===== src/rtl/fetch_unit.sv =====
// Instruction fetch unit: a three-state REQ/WAIT/HOLD engine with at most one outstanding memory
// request. Redirects from the branch unit override everything; stale in-flight responses are dropped.
module fetch_unit #(
    parameter int unsigned          DATA_WIDTH = 32,
    parameter logic [DATA_WIDTH-1:0] RESET_PC  = '0
) (
    input  logic                  clk_i,
    input  logic                  rst_i,
    input  logic                  redirect_i,
    input  logic [DATA_WIDTH-1:0] redirect_pc_i,
    output logic                  imem_req_o,
    output logic [DATA_WIDTH-1:0] imem_addr_o,
    input  logic                  imem_gnt_i,
    input  logic                  imem_rvalid_i,
    input  logic [DATA_WIDTH-1:0] imem_rdata_i,
    output logic                  if_valid_o,
    output logic [DATA_WIDTH-1:0] if_instr_o,
    output logic [DATA_WIDTH-1:0] if_pc_o,
    input  logic                  if_ready_i
);

    typedef enum logic [1:0] {
        S_REQ  = 2'd0,
        S_WAIT = 2'd1,
        S_HOLD = 2'd2
    } state_e;

    state_e                state_q;
    logic [DATA_WIDTH-1:0] pc_q;
    logic [DATA_WIDTH-1:0] req_pc_q;
    logic [DATA_WIDTH-1:0] instr_q;
    logic [DATA_WIDTH-1:0] if_pc_q;
    logic                  discard_q;

    logic [DATA_WIDTH-1:0] pc_inc_d;
    logic [DATA_WIDTH-1:0] redirect_tgt_d;

    assign pc_inc_d       = pc_q + DATA_WIDTH'(4);
    assign redirect_tgt_d = redirect_pc_i & ~DATA_WIDTH'(3);

    // Request is gated by reset so it is low while rst_i is held and high in the first cycle after release.
    assign imem_req_o  = (state_q == S_REQ) && !rst_i;
    assign imem_addr_o = pc_q;
    assign if_valid_o  = (state_q == S_HOLD) && !redirect_i;
    assign if_instr_o  = instr_q;
    assign if_pc_o     = if_pc_q;

    always_ff @(posedge clk_i or posedge rst_i) begin
        if (rst_i) begin
            state_q   <= S_REQ;
            pc_q      <= RESET_PC;
            req_pc_q  <= '0;
            instr_q   <= '0;
            if_pc_q   <= '0;
            discard_q <= 1'b0;
        end else begin
            unique case (state_q)
                S_REQ: begin
                    if (redirect_i) begin
                        pc_q <= redirect_tgt_d;
                        if (imem_gnt_i) begin
                            // The granted fetch is on the old path; its response must be thrown away.
                            state_q   <= S_WAIT;
                            discard_q <= 1'b1;
                        end
                    end else if (imem_gnt_i) begin
                        state_q  <= S_WAIT;
                        req_pc_q <= pc_q;
                        pc_q     <= pc_inc_d;
                    end
                end
                S_WAIT: begin
                    if (redirect_i) begin
                        pc_q <= redirect_tgt_d;
                        if (imem_rvalid_i) begin
                            state_q   <= S_REQ;
                            discard_q <= 1'b0;
                        end else begin
                            discard_q <= 1'b1;
                        end
                    end else if (imem_rvalid_i) begin
                        if (discard_q) begin
                            state_q   <= S_REQ;
                            discard_q <= 1'b0;
                        end else begin
                            state_q <= S_HOLD;
                            instr_q <= imem_rdata_i;
                            if_pc_q <= req_pc_q;
                        end
                    end
                end
                S_HOLD: begin
                    if (redirect_i) begin
                        pc_q    <= redirect_tgt_d;
                        state_q <= S_REQ;
                    end else if (if_ready_i) begin
                        state_q <= S_REQ;
                    end
                end
                default: state_q <= S_REQ;
            endcase
        end
    end

endmodule


===== config.mk =====
export PLATFORM = sky130hd
export DESIGN_NAME = fetch_unit
export DESIGN_NICKNAME = d
export VERILOG_FILES = /design/src/rtl/fetch_unit.sv
export SDC_FILE = /design/constraint.sdc
export NUM_CORES = 1
export LEC_CHECK = 0
export ABC_CLOCK_PERIOD_IN_PS = 5300
export BUFFER_PORTS_ARGS = -buffer_cell sky130_fd_sc_hd__clkbuf_2
export CORE_MARGIN = 2
export CORE_UTILIZATION = 53
export CTS_BUF_LIST = sky130_fd_sc_hd__clkbuf_8
export CTS_CLUSTER_DIAMETER = 40
export CTS_CLUSTER_SIZE = 28
export DETAILED_ROUTE_END_ITERATION = 8
export HOLD_SLACK_MARGIN = 0.05
export PLACE_DENSITY = 0.8
export SKIP_LAST_GASP = 1
export SYNTH_ARGS = -nofsm -noshare
export SYNTH_HDL_FRONTEND = slang
export SYNTH_SLANG_ARGS = --single-unit

===== constraint.sdc =====
create_clock -name clk_i -period 5.3 [get_ports clk_i]
set_clock_uncertainty 0.15 [all_clocks]
set_input_delay 0.265 -clock clk_i [delete_from_list [all_inputs] [get_ports clk_i]]
set_output_delay 0.265 -clock clk_i [all_outputs]
set_load 0.01 [all_outputs]

==> load_flow_metrics.sql <==
INSERT INTO impl_metrics (metric_group, metric, value, unit) VALUES
('yosys', 'syn-cell-area', '5600', 'um2'),
('critical_path', 'timing.critical_path.buf_inv', '2', ''),
('timing', 'totalNegativeSetupSlack', '0', 'ns'),
('yosys', 'synth_async_sr_flop_share', '100', '%'),
('run_status', 'status', 'completed', ''),
('critical_path', 'crit_type', 'reg -> reg', ''),
('floorplanning', 'fp.dieArea', '11400', 'um2'),
('routing', 'drt-total-wl', '14.5', 'mm'),
('routing', 'detail_route.first_pass.iterations', '4', ''),
('critical_path', 'setup.worst_path.end_class', 'flop', ''),
('pwr', 'portion_of_total_power_attributed_to_sequential_cells', '42.2', '%'),
('cts', 'clk_pin_slew_worst_paths', '0.07', 'ns'),
('final_layout', 'layout-drive-gt1-share', '41.9', '%'),
('timing', 'min_period', '3.14', 'ns'),
('routing', 'vias_per_cell', '5.53', ''),
('pwr', 'power_frac_comb', '38.5', '%'),
('yosys', 'synthFlopType', 'sky130_fd_sc_hd__dfrtp_1', ''),
('worst_hold_path', 'timing.hold.worst.class', 'in -> reg', ''),
('routing', 'route.antenna.remaining_nets', '0', ''),
('yosys', 'cell_variety_after_synth', '51', ''),
('floorplanning', 'top_level_ports', '168', ''),
('cts', 'post-cts-setup-buffers', '0', ''),
('routing', 'number_of_remaining_drc_errors', '0', ''),
('placed_design', 'numPlacedInstances', '737', ''),
('cts', 'cts_max_path_buffers', '2', ''),
('pwr', 'power_leakage', '3.52', 'nW'),
('critical_path', 'worstPathCellList', 'inv_1 > ha_1 > or3b_2 > nor2_4 > buf_4 > mux2_2', ''),
('final_layout', 'antenna-diode-count', '0', ''),
('routing', 'routed_wire_length_per_instance', '17.4', 'um'),
('placed_design', 'dp_hpwl', '9.06', 'mm'),
('pwr', 'pwr-share-clk', '19.3', '%'),
('timing', 'worst_slew_pin_slew', '0.895', 'ns'),
('floorplanning', 'die_width', '107', 'um'),
('timing', 'max_clock_freq', '318', 'MHz'),
('floorplanning', 'core_area', '10300', 'um2'),
('final_layout', 'final_common_cell', 'sky130_fd_sc_hd__clkbuf_2', ''),
('final_layout', 'layout_common_cells', 'sky130_fd_sc_hd__clkbuf_2 (161), sky130_fd_sc_hd__dfrtp_1 (125), sky130_fd_sc_hd__mux2_2 (81), sky130_fd_sc_hd__dlygate4sd3_1 (65), sky130_fd_sc_hd__a21oi_1 (34)', ''),
('floorplanning', 'die_height', '107', 'um'),
('timing', 'max-slew-margin-rel', '40.1', '%'),
('yosys', 'synth-edff-count', '0', ''),
('cts', 'cts_inserted_buffers', '17', ''),
('cts', 'cts_tree', 'built', ''),
('timing', 'setup_viol', '0', ''),
('pwr', 'vdd_ir_drop_max', '0.000271', 'V'),
('global_routing', 'grt_util_all_layers', '26.2', '%'),
('global_routing', 'grt_pass1_vias', '4629', ''),
('final_layout', 'fillCellCount', '702', ''),
('routing', 'num_vias', '4606', ''),
('final_layout', 'finalCoreUtilization', '73.5', '%'),
('pwr', 'totalPowerFinal', '4.34', 'mW'),
('yosys', 'synth_seq_area_share', '55.9', '%'),
('final_layout', 'nets', '760', ''),
('floorplanning', 'placementRows', '37', ''),
('global_routing', 'maximum_number_of_pins_on_one_net_before_global_route_repair', '68', ''),
('placed_design', 'dp_worst_setup_slack', '2.18', 'ns'),
('final_layout', 'area_delta_synth_final', '35.0', '%'),
('timing', 'final-max-slew-violation-count', '0', ''),
('global_routing', 'grt_remaining_overflow', '0', ''),
('pwr', 'power.share.switching', '37.9', '%'),
('critical_path', 'required_time_reported_for_the_critical_path_endpoint', '5.45', 'ns'),
('pwr', 'power_density_over_the_cells', '575', 'nW/um2'),
('global_routing', 'grt_antenna_before_repair', '0', ''),
('cts', 'clock-sinks', '125', ''),
('pwr', 'intPower', '2.70', 'mW'),
('final_layout', 'finalNonFillerCells', '833', ''),
('critical_path', 'timing.critical_path.max_delay_family', 'simple AND/OR/NAND/NOR gates', ''),
('floorplanning', 'start_util', '54.4', '%'),
('critical_path', 'critPathArrivalTime', '3.29', 'ns'),
('routing', 'drtIter0Drc', '222', ''),
('critical_path', 'timing.critical_path.from_type', 'flop', ''),
('yosys', 'post_synth.cell_area_avg', '12.1', 'um2');
tightest hold or removal path, cell delays in order:
cell and delay [ns]:
sky130_fd_sc_hd__clkbuf_2 0.08, sky130_fd_sc_hd__a22oi_1 0.06, sky130_fd_sc_hd__o21ai_0 0.19
final timing paths:
kind	cells after the start	slack (ns)	from	end
max reg2reg	6	2.16	state_q[1]	if_pc_o[22]
max in group asynchronous	4	3.30	rst_i	imem_addr_o[29]
max	6	2.16	state_q[1]	if_pc_o[22]
min in group asynchronous	3	0.36	rst_i	state_q[1]
min	3	0.08	redirect_pc_i[7]	imem_addr_o[7]
min reg2reg	2	0.34	req_pc_q[23]	req_pc_q[23]
layout make-up:
cell class                 count  area [um2]  share of cell area (%)
clock buffer                  18         248                    3.28
clock inverter                13         150                    1.99
inverter                       8        32.5                   0.431
multi-input combinational    301        2320                    30.7
sequential                   125        3130                    41.4
tap                          136         170                    2.25
timing repair buffer         232        1500                    19.9
repair_timing:
item | CTS | global route
endpoints found under the hold margin | 121 | 0
hold buffers | 65 | 0
resized for setup | 0 | 0
power groups by stage:
stage	Clock [mW]	Sequential (mW)	Combinational, mW
5_1_grt	0.900	1.89	1.83
4_1_cts	0.851	1.81	1.67
3_5_place_dp	0	1.82	1.62
3_3_place_gp	0	1.78	1.56
6_report	0.839	1.83	1.67
2_1_floorplan	0	1.88	0.900
Yosys cell counts (all sizes together) (3+ instances only):
master	n
a21oi	34
a22oi	5
a2bb2oi	5
a31oi	3
a41o	3
and2	4
and3	3
and4	4
buf	15
clkbuf	16
dfrtp	125
ha	5
inv	8
mux2	90
nand2	29
nand2b	3
nand3	15
nand4	12
nor2	18
nor2b	4
nor3	3
o21ai	15
o22ai	13
o31ai	3
or3	3
stage by stage:
| stage | hold slack (ns) | area [um2] |
|---|---|---|
| 2_1_floorplan | 0.218 | 5610 |
| 3_3_place_gp | 0.267 | 6500 |
| 3_5_place_dp | 0.281 | 6500 |
| 4_1_cts | 0.0655 | 7550 |
| 5_1_grt | 0.0943 | 7550 |
| 6_report | 0.0785 | 7550 |
registers in the layout (all words and copies together), names as in the netlist:
name         flops
if_pc_o         30
state_q          2
if_instr_o      32
discard_q        1
req_pc_q        30
imem_addr_o     30
routing by layer:
metal / vias up / part of all wire [%] / track usage (%)
li1: 2141 / - / -
met1: 2283 / 43 / 33.6
met2: 163 / 50 / 44.1
met3: 19 / 6.2 / 6.99
met4: 0 / 1.1 / 7.14
met5: - / 0 / 0
kinds of logic (layout without fill, tap and decap cells):
group,count (synthesis),in the layout,share of synthesized area [%]
AO/OA/AOI/OAI,95,95,10.7
multiplexers,91,91,18.3
other,1,4,0.0670
buffers and inverters,39,271,3.20
adder cells (fa/ha/maj),5,5,1.12
flip-flops,125,125,55.9
AND/OR/NAND/NOR,106,106,10.8
Note: power is estimated with default switching activity, not from simulation.
